**config.mk**
```make
export PLATFORM = sky130hd
export DESIGN_NAME = usb_tx_encoder
export DESIGN_NICKNAME = d
export VERILOG_FILES = /design/src/rtl/usb_tx_pkg.sv /design/src/rtl/usb_tx_encoder.sv
export SDC_FILE = /design/constraint.sdc
export NUM_CORES = 1
export LEC_CHECK = 0
export ABC_AREA = 1
export CAP_MARGIN = 40
export CELL_PAD_IN_SITES_DETAIL_PLACEMENT = 2
export CELL_PAD_IN_SITES_GLOBAL_PLACEMENT = 2
export CORE_ASPECT_RATIO = 0.7
export CORE_MARGIN = 3
export CORE_UTILIZATION = 30
export DETAILED_ROUTE_END_ITERATION = 10
export DONT_BUFFER_PORTS = 1
export PLACE_DENSITY_LB_ADDON = 0.3
export SYNTH_ARGS = -nofsm -noshare
export SYNTH_HDL_FRONTEND = slang
export SYNTH_SLANG_ARGS = --single-unit
```
**constraint.sdc**
```tcl
create_clock -name clk -period 1.2 [get_ports clk]
set_input_delay 0.24 -clock clk [delete_from_list [all_inputs] [get_ports clk]]
set_output_delay 0.24 -clock clk [all_outputs]
set_load 0.005 [all_outputs]
```
**src/rtl/usb_tx_pkg.sv**
```systemverilog
// Shared types and constants for the USB transmit encoder.
package usb_tx_pkg;

    // Encoder sequencing states.
    typedef enum logic [2:0] {
        ST_IDLE,
        ST_DATA,
        ST_STUFF,
        ST_EOP_SE0,
        ST_EOP_J
    } tx_enc_state_t;

    // Line states as {d_plus, d_minus}.
    localparam logic [1:0] LINE_J   = 2'b10;
    localparam logic [1:0] LINE_K   = 2'b01;
    localparam logic [1:0] LINE_SE0 = 2'b00;

    localparam int DEF_STUFF_LIMIT  = 6;
    localparam int DEF_EOP_SE0_BITS = 2;

    // NRZI transition for a transmitted 0: J <-> K.
    function automatic logic [1:0] nrzi_toggle(input logic [1:0] line);
        return (line == LINE_J) ? LINE_K : LINE_J;
    endfunction

endpackage

```
**src/rtl/usb_tx_encoder.sv**
```systemverilog
// USB transmit encoder: paces the shift register, inserts stuffed zeros,
// NRZI-encodes the bit stream and frames the packet with SE0,SE0,J.
module usb_tx_encoder
    import usb_tx_pkg::*;
#(
    parameter int STUFF_LIMIT  = DEF_STUFF_LIMIT,
    parameter int EOP_SE0_BITS = DEF_EOP_SE0_BITS
) (
    input  logic clk,
    input  logic rst,
    input  logic bit_strobe,
    input  logic tx_start,
    input  logic serial_in,
    input  logic eop_req,
    output logic shift_enable,
    output logic d_plus,
    output logic d_minus,
    output logic busy,
    output logic eop_done
);

    localparam int OW = $clog2(STUFF_LIMIT + 1);
    localparam int EW = $clog2(EOP_SE0_BITS + 1);

    tx_enc_state_t state_q, state_d;
    logic [OW-1:0] ones_q, ones_d, ones_inc;
    logic [EW-1:0] se0_q, se0_d;
    logic [1:0]    line_q, line_d;
    logic          shift_d, done_d, busy_d;

    assign ones_inc = ones_q + OW'(1);

    // State and registered outputs; reset parks the line at J with no EOP.
    always_ff @(posedge clk) begin
        if (rst) begin
            state_q      <= ST_IDLE;
            ones_q       <= '0;
            se0_q        <= '0;
            line_q       <= LINE_J;
            shift_enable <= 1'b0;
            eop_done     <= 1'b0;
            busy         <= 1'b0;
        end else begin
            state_q      <= state_d;
            ones_q       <= ones_d;
            se0_q        <= se0_d;
            line_q       <= line_d;
            shift_enable <= shift_d;
            eop_done     <= done_d;
            busy         <= busy_d;
        end
    end

    // Next-state and next-output decode, evaluated per bit strobe.
    always_comb begin
        state_d = state_q;
        ones_d  = ones_q;
        se0_d   = se0_q;
        line_d  = line_q;
        shift_d = 1'b0;
        done_d  = 1'b0;
        busy_d  = busy_q_hold();
        case (state_q)
            ST_IDLE: begin
                line_d = LINE_J;
                busy_d = 1'b0;
                se0_d  = '0;
                // A strobe coinciding with tx_start is not a data bit.
                if (tx_start) begin
                    state_d = ST_DATA;
                    ones_d  = '0;
                    busy_d  = 1'b1;
                end
            end
            ST_DATA: begin
                if (bit_strobe) begin
                    if (eop_req) begin
                        // First SE0 bit time; serial_in is left unconsumed.
                        line_d  = LINE_SE0;
                        se0_d   = EW'(1);
                        state_d = ST_EOP_SE0;
                    end else begin
                        shift_d = 1'b1;
                        if (serial_in) begin
                            ones_d = ones_inc;
                            if (ones_inc == OW'(STUFF_LIMIT))
                                state_d = ST_STUFF;
                        end else begin
                            line_d = nrzi_toggle(line_q);
                            ones_d = '0;
                        end
                    end
                end
            end
            ST_STUFF: begin
                // Stuffed zero wins over a pending eop_req.
                if (bit_strobe) begin
                    line_d  = nrzi_toggle(line_q);
                    ones_d  = '0;
                    state_d = ST_DATA;
                end
            end
            ST_EOP_SE0: begin
                if (bit_strobe) begin
                    if (se0_q == EW'(EOP_SE0_BITS)) begin
                        line_d  = LINE_J;
                        state_d = ST_EOP_J;
                    end else begin
                        se0_d = se0_q + EW'(1);
                    end
                end
            end
            ST_EOP_J: begin
                if (bit_strobe) begin
                    done_d  = 1'b1;
                    busy_d  = 1'b0;
                    se0_d   = '0;
                    state_d = ST_IDLE;
                end
            end
            default: begin
                state_d = ST_IDLE;
                line_d  = LINE_J;
                busy_d  = 1'b0;
            end
        endcase
    end

    // busy holds its value unless a state transition above changes it.
    function automatic logic busy_q_hold();
        return busy;
    endfunction

    assign d_plus  = line_q[1];
    assign d_minus = line_q[0];

endmodule
```
==> flow_metrics.env, run 1 <==
export IMPL_netlist_instances=131
export IMPL_numCtsBuffers=3
export IMPL_finalCritPeriodShare=1.28
export IMPL_worst_pin_slew_ps=401
export IMPL_seq_area_frac_synth=0.288
export IMPL_place_ws_ps=-318
export IMPL_synth_mux_area_frac=0
export IMPL_critical_path_class="reg2reg"
export IMPL_htree_levels=1
export IMPL_ys_warn_count=0
export IMPL_grt_max_degree=9
export IMPL_start_util=0.339
export IMPL_drt_iter0_drc=48
export IMPL_worstPathArrival_ps=1710
export IMPL_ant_nets=0
export IMPL_ir_drop_mv=1.16
export IMPL_crit_buf_inv=3
export IMPL_cts_tree="built"
export IMPL_placed_cells=181
export IMPL_gp_congestion=0.764
export IMPL_final_core_util=0.514
export IMPL_power_density_nw_per_um2=2700
export IMPL_drc_errors=0
export IMPL_die_y_um=51.9
export IMPL_portBuffers=0
export IMPL_crit_family="simple AND/OR/NAND/NOR gates"
export IMPL_fin_tns_setup_ps=-2290
export IMPL_finalHoldViolCount=0
export IMPL_finalPower_w=0.00370
export IMPL_cts_buffer_depth=2
export IMPL_synth_area_sq_um=903
export IMPL_max_stage_delay_ps=330
export IMPL_vias=1061
export IMPL_hp_class="in2reg"
export IMPL_synth_top_family_by_area="simple AND/OR/NAND/NOR gates"
export IMPL_cts_sinks=13
export IMPL_n_antenna_cell=0
export IMPL_n_fill_cell=292
export IMPL_synthAdderAreaFrac=0.0416
export IMPL_rows=15
export IMPL_wl_per_cell_um=25.7
export IMPL_die_area_sq_um=3720
export IMPL_ys_ff_latch=13
export IMPL_clock_skew_ps=1.28
export IMPL_rsz0062_at_grt="yes"
export IMPL_setup_viol=12
export IMPL_grt_pass1_wl_um=6980
export IMPL_fin_crit_ps=1540
export IMPL_cts_hold_buf=0
export IMPL_status="finished with violations"
export IMPL_gr_usage_all_layers=0.263
export IMPL_violations="negative setup slack"
export IMPL_grt_pass1_vias=1210
export IMPL_clk_latency_ps=250
export IMPL_synth_area_per_cell_sq_um=6.90
export IMPL_nets=171
export IMPL_fmax_mhz=650
export IMPL_vias_per_cell=5.44
export IMPL_slew_viol_final=0
export IMPL_fp_coreArea_sq_um=2670
export IMPL_cp_required_ps=1370
export IMPL_path_clk_slew_ps=60
export IMPL_startpoint_type="flip-flop"
export IMPL_cpMaxStageDelayCell="dfxtp_2"
export IMPL_p_leak_nw=0.641
export IMPL_dp_hpwl_um=2480
export IMPL_grt_ovfl_total=0
export IMPL_layout_drive_gt1_share=0.596
export IMPL_synth_simple_gate_area_frac=0.478
export IMPL_synthXorXnorAreaFrac=0
export IMPL_synth_distinct_cells=27
export IMPL_setup_slack_ps=-338
export IMPL_dieWidth_um=71.6
export IMPL_root_buffer="clkbuf_8"
export IMPL_pin_count=11
export IMPL_slew_headroom=0.732
export IMPL_end_kind="flip-flop"
export IMPL_drtPass1Iterations=5
export IMPL_routed_wl_um=5000
export IMPL_crit_chain="inv_2 -> ha_2 -> inv_2 -> nand2_2 -> nand2_2 -> inv_2 -> nand2_4 -> o21bai_1 -> nand2_1 -> nor2_2"
export IMPL_antenna_found_initial=0
export IMPL_path_common_cell="inv_2"
export IMPL_area_delta_synth_final_pct=51.5
export IMPL_drv_cap=0
export IMPL_synth_compound_area_frac=0.0831
export IMPL_instances_no_fill=195
export IMPL_crit_fanout=3
export IMPL_syn_nets=140
power breakdown:
group          internal [W]  leakage, nW  switching [W]
Clock              0.000235       0.0228       0.000167
Sequential         0.000580        0.111       0.000208
Combinational       0.00103        0.508        0.00148
Total               0.00185        0.641        0.00185
metrics by stage:
step,cell area [sq um],hold WS [ps]
finish,1370,47.0
global placement,1080,310
floorplan,906,309
global route,1370,35.2
CTS,1290,41.9
detailed placement,1080,313
state kept, by name (all words and copies together), names as in the netlist:
name and flops:
state_q 3, busy 1, shift_enable 1, line_q 2, ones_q 3, se0_q 2, eop_done 1
placed cells by master (no fill, tap or decap), types with 4 or more instances in the layout:
| master | Yosys | final |
|---|---|---|
| nor2_1 | 18 | 16 |
| inv_1 | 16 | 10 |
| nand2_2 | 2 | 13 |
| nor2_4 | 3 | 4 |
| dfxtp_4 | 0 | 4 |
| dfxtp_1 | 13 | 6 |
| buf_4 | 1 | 25 |
| nand2_1 | 31 | 18 |
| inv_2 | 1 | 7 |
| nand3_2 | 3 | 8 |
| nand2_4 | 5 | 7 |
worst reg2reg max path: stages (launching register included):
cell	delay, ps
dfxtp_2	330
inv_2	60
ha_2	190
inv_2	70
nand2_2	110
nand2_2	80
inv_2	80
nand2_4	70
o21bai_1	200
nand2_1	150
nor2_2	140
worst paths after layout:
check / slack (ps) / to / cells after the start / from
worst max-delay path: -340 / state_q[0]$_SDFFE_PP0P_ / 10 / se0_q[0]$_SDFFE_PP0P_
worst min-delay path: 50 / busy$_SDFFE_PP0P_ / 1 / rst
worst max register to register: -340 / state_q[0]$_SDFFE_PP0P_ / 10 / se0_q[0]$_SDFFE_PP0P_
worst min register to register: 500 / se0_q[1]$_SDFFE_PP0P_ / 2 / se0_q[1]$_SDFFE_PP0P_
synthesized netlist by cell type (all sizes together):
cell type,number,area (sq um)
a21oi,6,30.0
a32oi,1,8.76
and3,1,6.26
buf,2,18.8
clkinv,1,3.75
dfxtp,13,260
ha,3,37.5
inv,19,76.3
nand2,38,185
nand3,11,82.6
nand3b,2,15.0
nand4,3,18.8
nor2,22,108
nor3,2,10.0
nor4,1,6.26
o21ai,5,28.8
o21bai,1,7.51
layer usage:
metal  GRT usage  share of wire  vias up
li1            -              -      476
met1       0.304           0.44      531
met3      0.0714          0.043       18
met4      0.0844          0.045        0
met2       0.473           0.47       36
met5           0              0        -
cells by family (layout without fill, tap and decap cells):
logic type,count (synthesis),after routing
AO/OA/AOI/OAI,13,13
adder cells (fa/ha/maj),3,3
buffers and inverters,22,52
flip-flops,13,13
AND/OR/NAND/NOR,80,80
timing repair:
| item | in CTS | in global routing |
|---|---|---|
| pin swaps | 17 | 16 |
| setup buffers | 8 | 3 |
| gates resized for setup | 38 | 21 |
| setup endpoints to repair | 11 | 12 |
cell type report:
| class | instances | area [sq um] | share of cell area |
|---|---|---|---|
| Multi-Input combinational cell | 96 | 686 | 0.501 |
| Tap cell | 34 | 42.5 | 0.0311 |
| Clock buffer | 4 | 45.0 | 0.0329 |
| Sequential cell | 13 | 279 | 0.204 |
| Inverter | 20 | 86.3 | 0.0631 |
| Timing Repair Buffer | 28 | 230 | 0.168 |
No activity file was read; power rests on OpenSTA's default activity.
==> inputs of run 2 (changes only) <==
--- a/config.mk
+++ b/config.mk
@@ -6,6 +6,7 @@
 export NUM_CORES = 1
 export LEC_CHECK = 0
 export ABC_AREA = 1
+export ABC_CLOCK_PERIOD_IN_PS = 1200
 export CAP_MARGIN = 40
 export CELL_PAD_IN_SITES_DETAIL_PLACEMENT = 2
 export CELL_PAD_IN_SITES_GLOBAL_PLACEMENT = 2
@@ -14,7 +15,8 @@
 export CORE_UTILIZATION = 30
 export DETAILED_ROUTE_END_ITERATION = 10
 export DONT_BUFFER_PORTS = 1
-export PLACE_DENSITY_LB_ADDON = 0.3
+export PLACE_DENSITY = 0.7
+export SLEW_MARGIN = 20
 export SYNTH_ARGS = -nofsm -noshare
 export SYNTH_HDL_FRONTEND = slang
 export SYNTH_SLANG_ARGS = --single-unit
==> run 2 against run 1 <==
Compared with the run above: the flow still finishes with violations (negative setup slack); flip-flop and latch count unchanged; total power increased by 1.9%; worst hold slack got worse by 8.0 ps; non-clock buffer count increased by 4; design area increased by 3.7%; die area unchanged; first-iteration DRC count increased by 15%; core utilization increased by 1.9 points; largest power group unchanged.
==> flow_metrics.env, run 2 (synthesis gave the netlist of run 1 again) <==
export IMPL_power_frac_seq=0.214
export IMPL_die_y_um=51.9
export IMPL_ant_nets=0
export IMPL_power_frac_comb=0.672
export IMPL_rows=15
export IMPL_end_kind="flip-flop"
export IMPL_pin_count=11
export IMPL_grt_ovfl_total=0
export IMPL_htree_levels=1
export IMPL_clockPowerShare=0.114
export IMPL_clock_skew_ps=4.09
export IMPL_critical_path_class="reg2reg"
export IMPL_drt_iter0_drc=55
export IMPL_mostFrequentLayoutCell="buf_4"
export IMPL_swShare=0.501
export IMPL_final_cell_mix="32 x buf_4, 18 x nand2_1, 13 x nor2_1"
export IMPL_status="finished with violations"
export IMPL_slew_headroom=0.726
export IMPL_reg_top3="ones_q (3), state_q (3)"
export IMPL_multi_input_area_sq_um=716
export IMPL_fp_coreArea_sq_um=2670
export IMPL_routed_wl_um=4850
export IMPL_crit_fanout=3
export IMPL_ir_drop_mv=1.10
export IMPL_regArea_sq_um=280
export IMPL_cts_hold_buf=0
export IMPL_root_buffer="clkbuf_8"
export IMPL_p_switching_w=0.00189
export IMPL_worst_pin_slew_ps=410
export IMPL_layout_drive_gt1_share=0.576
export IMPL_start_util=0.339
export IMPL_n_antenna_cell=0
export IMPL_placed_cells=179
export IMPL_startpoint_type="flip-flop"
export IMPL_wl_per_cell_um=24.4
export IMPL_violations="negative setup slack"
export IMPL_dp_hpwl_um=2330
export IMPL_path_clk_slew_ps=60
export IMPL_drtPass1Iterations=4
export IMPL_place_area_sq_um=1050
export IMPL_portBuffers=0
export IMPL_grt_pass1_wl_um=6630
export IMPL_drv_cap=0
export IMPL_nets=175
export IMPL_vias=1080
export IMPL_p_leak_nw=0.658
export IMPL_die_area_sq_um=3720
export IMPL_setup_viol=11
export IMPL_n_fill_cell=296
export IMPL_drc_errors=0
export IMPL_r2r_slack_ps=-250
export IMPL_cts_buffer_depth=2
export IMPL_cp_required_ps=1370
export IMPL_power_density_nw_per_um2=2660
export IMPL_cts_sinks=13
export IMPL_dieWidth_um=71.6
export IMPL_p_int_w=0.00188
export IMPL_instances_no_fill=199
export IMPL_grt_max_degree=9
export IMPL_finalHoldViolCount=0
export IMPL_cts_tree="built"
export IMPL_slew_viol_final=0
export IMPL_fmax_mhz=690
export IMPL_clk_latency_ps=260
export IMPL_area_delta_synth_final_pct=57.1
export IMPL_setup_slack_ps=-248
export IMPL_finalCritPeriodShare=1.21
export IMPL_grt_pass1_vias=1207
export IMPL_final_core_util=0.532
export IMPL_rsz0062_at_grt="yes"
export IMPL_worstPathArrival_ps=1620
export IMPL_antenna_found_initial=0
export IMPL_vias_per_cell=5.43
export IMPL_hp_class="in2reg"
export IMPL_numCtsBuffers=3
export IMPL_gp_congestion=0.818
export IMPL_final_cell_area_sq_um=1420
export IMPL_gr_usage_all_layers=0.248
export IMPL_fin_crit_ps=1450
export IMPL_whs_ps=39.0
run 2: worst paths after layout:
check | start | endpoint | depth (start not counted)
max | ones_q[1]$_SDFFE_PP0P_ | state_q[0]$_SDFFE_PP0P_ | 10
min | rst | state_q[1]$_SDFFE_PP0P_ | 1
min reg2reg | busy$_SDFFE_PP0P_ | busy$_SDFFE_PP0P_ | 2
max reg2reg | ones_q[1]$_SDFFE_PP0P_ | state_q[0]$_SDFFE_PP0P_ | 10
run 2: area by class of cell:
type	count	area share
tap	34	0.0300
clock buffer	4	0.0317
sequential	13	0.198
timing repair buffer	32	0.169
inverter	20	0.0670
multi-input combinational	96	0.504
run 2: what timing repair did:
| item | in CTS | in global routing |
|---|---|---|
| buffers inserted | 8 | 8 |
| setup endpoints to repair | 11 | 12 |
| pin swaps | 14 | 15 |
| resized for setup | 40 | 25 |
run 2: power by group through the flow:
stage / registers [W] / clock network [W] / logic [W]
final: 0.000805 / 0.000431 / 0.00253
after global routing: 0.000825 / 0.000461 / 0.00271
after CTS: 0.000775 / 0.000428 / 0.00184
after detailed placement: 0.000716 / 0 / 0.00160
after global placement: 0.000701 / 0 / 0.00152
after floorplan: 0.000624 / 0 / 0.00115
run 2: worst max-delay path, stage by stage, from the launching register on:
cell	delay, ps
dfxtp_4	370
inv_4	70
ha_4	120
nand2_1	90
inv_2	100
nand3_4	70
nand2_2	80
nand2_4	70
o21bai_1	160
nand2_1	90
nor2_1	150
run 2: metal layers:
metal / vias to the layer above / track usage / wire length (um)
met4: 0 / 0.0688 / 66
met1: 539 / 0.291 / 2160
met2: 46 / 0.451 / 2350
met3: 11 / 0.0618 / 269
li1: 484 / - / -
met5: - / 0 / 0
run 2: through the flow:
step           setup TNS, ps  power, W  worst slack, ps
2_1_floorplan              0   0.00177             5.56
3_3_place_gp           -1430   0.00222             -174
3_5_place_dp           -2350   0.00232             -278
4_1_cts                 -712   0.00304            -99.3
5_1_grt                -2780   0.00399             -303
6_report               -1860   0.00377             -248
